## config.mk

```make
export PLATFORM = sky130hd
export DESIGN_NAME = z_core_muldiv
export DESIGN_NICKNAME = d
export VERILOG_FILES = /design/src/rtl/z_core_muldiv.sv
export SDC_FILE = /design/constraint.sdc
export NUM_CORES = 1
export LEC_CHECK = 0
export ABC_AREA = 0
export CORE_MARGIN = 8
export CORE_UTILIZATION = 60
export CTS_CLUSTER_SIZE = 24
export DETAILED_ROUTE_END_ITERATION = 8
export PLACE_DENSITY = 0.81
export SETUP_SLACK_MARGIN = 0.05
export SLEW_MARGIN = 10
export SYNTH_ARGS = -nofsm -noshare
export SYNTH_HDL_FRONTEND = slang
export SYNTH_SLANG_ARGS = --single-unit
```

## constraint.sdc

```tcl
create_clock -name clk -period 6.15 [get_ports clk]
set_input_delay 1.845 -clock clk [delete_from_list [all_inputs] [get_ports clk]]
set_output_delay 1.845 -clock clk [all_outputs]
set_load 0.02 [all_outputs]
```

## src/rtl/z_core_muldiv.sv

```systemverilog
// z_core_muldiv: iterative radix-2 RV32M multiply/divide unit with start/busy/done handshake
module z_core_muldiv #(
  parameter int XLEN = 32
) (
  input  logic            clk,
  input  logic            rstn,
  input  logic            start,
  input  logic [2:0]      alu_funct3,
  input  logic [XLEN-1:0] rs1,
  input  logic [XLEN-1:0] rs2,
  output logic            busy,
  output logic            done,
  output logic [XLEN-1:0] result
);
  localparam int CW = $clog2(XLEN);
  typedef enum logic [1:0] {IDLE, CALC, FIN} state_t;
  state_t            state_q, state_d;
  logic [CW-1:0]     cnt_q, cnt_d;
  logic [2:0]        op_q, op_d;
  logic [2*XLEN-1:0] p_q, p_d;
  logic [XLEN-1:0]   m_q, m_d, res_q, res_d;
  logic              neg_q, neg_d, rneg_q, rneg_d, dz_q, dz_d, done_q, done_d;
  logic              is_mul, s1, s2, a_neg, b_neg, ge;
  logic [XLEN-1:0]   mag_a, mag_b, q, r, fin_res;
  logic [XLEN:0]     msum, dt;
  logic [2*XLEN-1:0] mul_step, div_step, prod;
  // operand decode, one shift-add / restoring-subtract step, and final sign correction
  always_comb begin
    is_mul   = ~alu_funct3[2];
    s1       = is_mul ? (alu_funct3 != 3'b011) : ~alu_funct3[0];
    s2       = is_mul ? (alu_funct3[1] == 1'b0) : ~alu_funct3[0];
    a_neg    = s1 & rs1[XLEN-1];
    b_neg    = s2 & rs2[XLEN-1];
    mag_a    = a_neg ? -rs1 : rs1;
    mag_b    = b_neg ? -rs2 : rs2;
    msum     = {1'b0, p_q[2*XLEN-1:XLEN]} + (p_q[0] ? {1'b0, m_q} : '0);
    mul_step = {msum, p_q[XLEN-1:1]};
    dt       = {p_q[2*XLEN-1:XLEN], p_q[XLEN-1]};
    ge       = dt >= {1'b0, m_q};
    div_step = {ge ? dt[XLEN-1:0] - m_q : dt[XLEN-1:0], p_q[XLEN-2:0], ge};
    prod     = neg_q ? -p_q : p_q;
    q        = dz_q ? '1 : (neg_q ? -p_q[XLEN-1:0] : p_q[XLEN-1:0]);
    r        = rneg_q ? -p_q[2*XLEN-1:XLEN] : p_q[2*XLEN-1:XLEN];
    fin_res  = op_q[2] ? (op_q[1] ? r : q) : (op_q[1:0] == 2'b00 ? prod[XLEN-1:0] : prod[2*XLEN-1:XLEN]);
  end
  // next-state and datapath register updates
  always_comb begin
    state_d = state_q;
    cnt_d   = cnt_q;
    op_d    = op_q;
    p_d     = p_q;
    m_d     = m_q;
    neg_d   = neg_q;
    rneg_d  = rneg_q;
    dz_d    = dz_q;
    res_d   = res_q;
    done_d  = 1'b0;
    case (state_q)
      IDLE: if (start) begin
        state_d = CALC;
        cnt_d   = '0;
        op_d    = alu_funct3;
        p_d     = is_mul ? {{XLEN{1'b0}}, mag_b} : {{XLEN{1'b0}}, mag_a};
        m_d     = is_mul ? mag_a : mag_b;
        neg_d   = a_neg ^ b_neg;
        rneg_d  = a_neg;
        dz_d    = ~is_mul & (rs2 == '0);
      end
      CALC: begin
        p_d     = op_q[2] ? div_step : mul_step;
        cnt_d   = cnt_q + 1'b1;
        state_d = (cnt_q == CW'(XLEN-1)) ? FIN : CALC;
      end
      FIN: begin
        res_d   = fin_res;
        done_d  = 1'b1;
        state_d = IDLE;
      end
      default: state_d = IDLE;
    endcase
  end
  // state and datapath registers, cleared by synchronous active-low reset
  always_ff @(posedge clk) begin
    if (!rstn) begin
      state_q <= IDLE;
      cnt_q   <= '0;
      op_q    <= '0;
      p_q     <= '0;
      m_q     <= '0;
      neg_q   <= 1'b0;
      rneg_q  <= 1'b0;
      dz_q    <= 1'b0;
      res_q   <= '0;
      done_q  <= 1'b0;
    end else begin
      state_q <= state_d;
      cnt_q   <= cnt_d;
      op_q    <= op_d;
      p_q     <= p_d;
      m_q     <= m_d;
      neg_q   <= neg_d;
      rneg_q  <= rneg_d;
      dz_q    <= dz_d;
      res_q   <= res_d;
      done_q  <= done_d;
    end
  end
  assign busy   = state_q != IDLE;
  assign done   = done_q;
  assign result = res_q;
endmodule
```

==> results list, run 1 <==
- Result of the run: completed
- Setup total negative slack on the finished layout was measured at 0 ns.
- Maximum clock path buffer count: 2
- Once routing completed, OpenROAD measured the worst setup slack at 1.18 ns.
- Type of origin of the critical path: flip-flop
- DIE HEIGHT: 170 microns
* Chip Width: 170 microns
* Vias in the first global route: 14524
- The routed layout has approximately 15000 vias.
- Cell Pwr Density: about 210 nW/um^2
* Main combinational cell family by area after synthesis: compound AO/OA/AOI/OAI gates
* Critical path data arrival time: 5.29 ns
* Area growth from synthesis to final layout: 11.3%
- Number of max-capacitance violations reported: 0
* Number of cells after detailed placement: 2255
- For this run, the register share of the synthesized area comes to 0.200.
- The first global-routing pass estimated 80600 microns of wire.
* Largest cells by area after synthesis: dfxtp_1 20%, xor2_1 6.8%, ha_1 6.1%
* Worst stage delay on the critical path: just under 0.9 ns
- After synthesis, the share of flip-flops with an asynchronous set or reset is 0.
* Aggregate global-route resource usage: 0.351
* Number of different library cells in the post-synthesis netlist: slightly above 80
* Starting DRC count in detailed routing: roughly 2000
* Post-CTS resize count: 0
- After floorplanning, the core was sized to cover 23400 sq um.
- Measured against its own limit, the worst slew margin works out to 0.206.
- Of the cells placed in the final design, the portion with a size suffix greater than 1 is 0.0523.
- Logic depth of the worst register-to-register path: 10
* Pin count of the biggest net entering global routing: 70
- The worst path needs 4.97 ns of the cycle, external delays included.
- Netlist area before placement: 14200 sq um
- The worst setup path is of the reg -> reg kind.
- Post-detail-place hpwl: 39700 microns
* Worst-path cell chain: ha_1 -> a211oi_1 -> o21bai_1 -> nor4_1 -> o211ai_1 -> nand2_1 -> a21o_1 -> nand2_1 -> and3_1 -> o41ai_1
- The number of setup buffers added after CTS is 0.
- Overall die area: 28900 sq um
* Peak supply drop: 0.169 mV
* Share of the synthesized area in compound gates (AO/OA/AOI/OAI): 0.306
* RSZ-0062 raised after global routing: false
- Yosys top cell area share: 0.200
- For this design, the sink count on the clock tree is 142.
* Critical path peak fanout: 22
- The number of max-slew violations in the final report came to 0.
- CTS tree: yes
- In the final routed layout, each cell accounts on average for 22.8 microns.
- Final #Nets: 2097
- Data on the critical path is required at its endpoint by 6.47 ns.
* CTS clk-pin slew, worst paths: 0.07 ns
- Synthesized area per cell: roughly 7.3 sq um
- Worst setup timing slack at the placement stage: around 1.2 ns
- Final number of hold-violating endpoints: 0
- Along the worst hold path, the cell count comes to 2.
* Worst-case hold path end point: m_q[17]
* Num rows: 56
- Total clock buffers created by CTS: 17
- Number of standard cells in the final layout excluding fillers: 2287
* Leak Pwr: 6.36 nW
* Kind of capture point of the worst setup path: flip-flop
- Hold buffer count at CTS: 0
- Number of standard cells after synthesis: between 1500 and 2000
- Number of antenna violations at the first check in global routing: 0
- In this run the critical register-to-register path is launched from p_q[37].
- Utilization of the core after routing: 0.678
- Biggest area consumer among synthesized cells: dfxtp_1
- Most used DFF post-synth: dfxtp_1
* YS warnings: 0
- # diodes: 0
* Most used cell, CP: nand2_1
- The clock arrives with roughly 0.019 ns of skew.
- The tightest min-delay check is of the reg -> reg type.
- The worst register-to-register path has a setup slack of between 1 and 1.5 ns.
- The final layout contains routed wiring with a total length of 52200 microns.
* Number of DRC violations after detailed routing: 0
* Per-cell via count in the routed design: 6.76
- Nets in the synthesized netlist: 2093
* Antenna Nets Post-Route: 0
- Share of synthesized cell area in and, or, nand and nor gates: 0.198
- Of the total synthesized cell area, the portion taken by XOR and XNOR cells is 0.119.
- Setup violators final: 0
* Top delay family on crit path: simple AND/OR/NAND/NOR gates
- Beginning of the worst hold path: m_q[17]
- GRT overflow: 0
- Fraction of synthesized area in multiplexers: 0.0568
* Clock root buffer: clkbuf_16
* First-pass detailed-route iteration total: 9
* Buf/Inv on CP: 0
* Adder and majority gate portion of the synthesized area: 0.0643
- Fmax: 0.201 GHz
- Ratio of final minimum period to clock period: 0.809
- Number of cells on the critical path: 10
* Critical Path Slowest Stage Cell: nand2_1
- In this run the number of H-tree levels came out at 4.
* Post-synth EDFFs: 0
- The later pin in the worst-skew pair is clocked with a latency of 0.44 ns.
- Routability congestion estimate from global placement: slightly above 1
- Buffers placed on the I/O ports in this run total 103.
- Count of boundary I/O pins: between 100 and 150
- Synthesis inferred 142 register bits.
- At the pin with the least slew margin, the transition time is 1.19 ns.
- Endpoint of the lowest-slack register-to-register path: p_q[59]
* Initial cell density of the core: 0.609
[stage by stage]
stage / cell area [sq um] / power [W] / hold slack, ns
after floorplan: 14200 / 0.00187 / 0.436
after global placement: 15300 / 0.00220 / 0.451
after detailed placement: 15300 / 0.00222 / 0.457
after CTS: 15900 / 0.00323 / 0.469
after global routing: 15900 / 0.00341 / 0.481
final: 15900 / 0.00327 / 0.468
[final cells by class]
| type | instances | area [sq um] |
|---|---|---|
| fillers | 2136 | 7550 |
| well taps | 319 | 399 |
| flip-flops and latches | 142 | 2850 |
| clock inverters | 14 | 126 |
| repair buffers | 124 | 1180 |
| multi-input cells | 1600 | 10600 |
| inverters | 70 | 263 |
| clock buffers | 18 | 439 |
[report_power, final]
group / internal [W] / switching [W]
sequential: 0.000971 / 0.0000984
combinational: 0.000446 / 0.000726
clock: 0.000544 / 0.000489
[sequential cells by signal, summed over array words and instances (netlist names)]
signal	cells
result	32
p_q	64
done	1
m_q	32
cnt_q	5
state_q	2
rneg_q	1
neg_q	1
dz_q	1
op_q	3
[worst min-delay path: cells and delay by family, from the launching register on]
family / cells / cell delay (ns)
AOI/OAI and AO/OA: 1 / 0.06
DFF: 1 / 0.31
and+or+nand+nor: 1 / 0.05
[layer usage]
| metal | up-vias | GRT usage | routed length, microns |
|---|---|---|---|
| li1 | 7131 | - | - |
| met1 | 7237 | 0.444 | 21300 |
| met2 | 926 | 0.546 | 22800 |
| met3 | 175 | 0.0718 | 5070 |
| met4 | 0 | 0.204 | 2980 |
| met5 | - | 0 | 0 |
[worst max-delay path by stage]
stage            start      end  slack [ns]
2_1_floorplan  rs1[13]  m_q[22]        1.98
3_3_place_gp   rs1[11]  m_q[27]        1.24
3_5_place_dp   rs1[11]  m_q[27]        1.20
4_1_cts        p_q[37]  p_q[59]        1.46
5_1_grt        p_q[37]  p_q[59]        1.11
6_report       p_q[37]  p_q[59]        1.18
[Yosys cell counts (all sizes together), types with 10 or more instances]
library cell  number
and3              11
a21boi            21
buf               17
a22oi             19
inv               70
xnor2             82
nand2            206
a21o              27
a31oi             25
o41ai             13
or4               14
nand4             16
mux2i             74
nor3              44
nor2             148
xor2             111
nand3             39
and2              12
nand2b            13
nor2b             21
clkbuf           122
dfxtp            142
o211ai            45
or2               11
a21oi            168
or3               26
o21ai            167
a22o              10
o211a             15
a221oi            23
ha                70
o31ai             31
nor4              16
a211oi            20
[placed cells by master, fill, tap and decap left out, drive strengths merged, types with 15 or more instances in the layout]
cell type	count
a211oi	20
a21boi	21
a21o	27
a21oi	168
a221oi	23
a22oi	19
a31oi	25
buf	23
clkbuf	18
clkdlybuf4s50	101
dfxtp	142
ha	70
inv	77
mux2i	74
nand2	206
nand3	39
nand4	16
nor2	148
nor2b	21
nor3	44
nor4	16
o211a	15
o211ai	45
o21ai	167
o31ai	31
or3	26
xnor2	82
xor2	111
[cells by family (layout without fill, tap and decap cells)]
| family | Yosys count | after routing |
|---|---|---|
| compound gates | 666 | 666 |
| mux | 80 | 80 |
| simple gates | 589 | 589 |
| fa+ha+maj | 72 | 72 |
| flops | 142 | 142 |
| xor+xnor | 193 | 193 |
| buf+inv | 209 | 226 |
Power figures use the tool's default switching activity.
==> run 2: changes to the inputs <==
Clock period 6.15 ns to 4.58 ns, I/O delays scaled along.
==> results list, run 2 (synthesis gave the netlist of run 1 again) <==
- The final worst clock skew was 0.0125 ns (-0.00638 ns).
- The setup path with the least slack is of type in -> reg.
- The mean number of vias per cell is 6.72 (-0.67%).
- Min Hold Slack: 0.465 ns (-0.00290 ns)
- Floorplan core area: 23400 sq um (unchanged)
- The total clock buffers created by CTS was 17 (unchanged).
- Final number of hold-violating endpoints: 0 (unchanged)
- The estimated wirelength of the detail-placed design came to 40100 microns (+0.85%).
* Post-CTS setup repair buffer count: 0 (unchanged)
- Result of the run: completed
- Subtracting the final worst setup slack from the clock period gives 4.02 ns.
* Peak supply drop: 0.200 mV (+18%)
- The setup-violating endpoint count in the final report was 0 (unchanged).
* RSZ-0062 raised after global routing: false
- Chip Width: 170 microns (unchanged)
- Hold buffer count at CTS: 0 (unchanged)
- Flip-flop count of the largest register after layout: 64 (unchanged)
* Placement Cell Area: 15600 sq um (+1.7%)
* Max-slew violations: 0 (unchanged)
* Clock root buffer: clkbuf_16
* Post-CTS resize count: 0 (unchanged)
- The number of nets in the final layout was 2132 (+1.7%).
- p_q holds more flip-flops than any other register.
* Aggregate global-route resource usage: 0.359 (+0.00831)
- Layout cells sized above 1: 0.0684 (+0.0161)
* Type of origin of the critical path: input port
* Vias in the first global route: 14969 (+3.1%)
- The number of antenna-violating nets in the routed design was 0 (unchanged).
- Ratio of final minimum period to clock period: 0.877
- The first-pass iteration count of the detailed router came to 6 (-3).
- The cell leakage power is 6.53 nW (+2.7%).
- CTS clk-pin slew, worst paths: 0.06 ns (about the same)
* Setup Total Neg Slack: 0 ns (unchanged)
* Total wire length after detailed routing: 52500 microns (+0.58%)
- Overall die area: 28900 sq um (unchanged)
- The final RePlAce weighted congestion was 1.02 (-0.45%).
* Class of the tightest hold or removal check: reg -> reg
- Routed wire per std cell: 22.6 microns (-0.94%)
- Number of antenna violations at the first check in global routing: 0 (unchanged)
- Measured slew at the worst slew-check pin: 1.08 ns (-0.110 ns)
- The final design instance area without fill came to 16100 sq um (+1.6%).
- STA classifies the critical path endpoint as a flip-flop.
- Minimum setup slack in the final design: 0.563 ns (-0.614 ns)
* Fmax: 0.249 GHz
- Walking the worst path, the cells encountered are clkdlybuf4s50_1 -> or4_1 -> or3_1 -> or4_1 -> nor3b_1 -> nor2_1 -> xnor2_1 -> a21oi_1 -> a21oi_1 -> a21oi_1.
* Most used cell, CP: a21oi_1
* # diodes: 0 (unchanged)
- Maximum clock path buffer count: 2 (unchanged)
* Cell Pwr Density: 272 nW/um^2 (+32%)
* Top library cells by usage in the layout, fill and taps aside: 206 x nand2_1, 168 x a21oi_1, 164 x o21ai_0, 145 x nor2_1, 140 x dfxtp_1
* Number of DRC violations after detailed routing: 0 (unchanged)
* Number of buffer cells added on primary ports: 103 (unchanged)
- The H-tree depth reported by CTS came to 4 (unchanged).
- The delay contributed by the slowest stage of the critical path came to 0.59 ns (-0.30 ns).
- Starting DRC count in detailed routing: 1896 (-3.7%)
- Clk sink count: 142 (unchanged)
* GRT overflow: 0 (unchanged)
- The insertion delay to the later sink of the worst-skew pair is 0.44 ns (about the same).
- Most common library cell in the layout ignoring fill and taps: nand2_1
- Relative to the synthesized area, the layout overhead comes to 13.1%.
* Critical path peak fanout: 4 (-82%)
- Global-route wire length before repair: 83000 microns (+2.9%)
* Required time at the endpoint of the critical path: 4.87 ns (-1.60 ns)
- The headroom to the max-slew limit came to 0.281 (+0.0750).
- The setup slack after placement is 0.132 ns (-1.07 ns).
* Count of boundary I/O pins: 104 (unchanged)
* Num rows: 56 (unchanged)
- The worst endpoint data arrival time was 4.31 ns (-0.98 ns).
- Initial cell density of the core: 0.609 (unchanged)
* Number of max-capacitance violations reported: 0 (unchanged)
- Critical Path Slowest Stage Cell: or4_1
- TritonCTS built the clock tree.
- The overall die height came to 170 microns (unchanged).
* Count of vias placed by the detailed router: 15600 (+0.85%)
- The pin count of the biggest net entering global routing came to 73 (+4.3%).
-- run 2: cell types whose count changed in the layout (fill, tap and decap cells not counted), sizes merged --
cell    change
buf        +35
clkinv      -2
inv         +2
-- run 2: worst paths after layout --
kind | start | endpoint | slack, ns | depth (start not counted)
worst max-delay path | rs1[11] | p_q[22] | 0.56 | 10
worst min-delay path | m_q[21] | m_q[21] | 0.47 | 2
worst max register to register | p_q[0] | p_q[58] | 0.64 | 13
worst min register to register | m_q[21] | m_q[21] | 0.47 | 2
-- run 2: cell type report --
class / instances / area, sq um
Clock buffer: 18 / 429
Tap cell: 319 / 399
Clock inverter: 14 / 124
Sequential cell: 142 / 2850
Inverter: 70 / 263
Multi-Input combinational cell: 1600 / 10600
Fill cell: 2108 / 7300
Timing Repair Buffer: 159 / 1440
-- run 2: critical path, delay by kind of cell --
family | cells | cell delay [ns]
buf+inv | 1 | 0.48
simple gates | 5 | 1.92
xor+xnor | 1 | 0.19
compound gates | 3 | 0.35
-- run 2: layer usage --
metal  up-vias  share of wire  track usage
met5         -              0            0
met4         0          0.062        0.204
met3       219           0.11       0.0929
met2       952           0.43        0.563
met1      7219           0.40        0.441
li1       7210              -            -
-- run 2: stage by stage --
step / util / total power [W] / cells
finish: 0.688 / 0.00439 / 2322
floorplan: - / 0.00250 / 1951
CTS: 0.688 / 0.00433 / 2322
detailed placement: 0.665 / 0.00299 / 2290
global placement: 0.665 / 0.00296 / 2290
global route: 0.688 / 0.00457 / 2322
-- run 2: power breakdown --
part	switching, W	internal [W]	total [W]
clock	0.000648	0.000715	0.00136
sequential	0.000129	0.00130	0.00143
combinational	0.000978	0.000614	0.00159
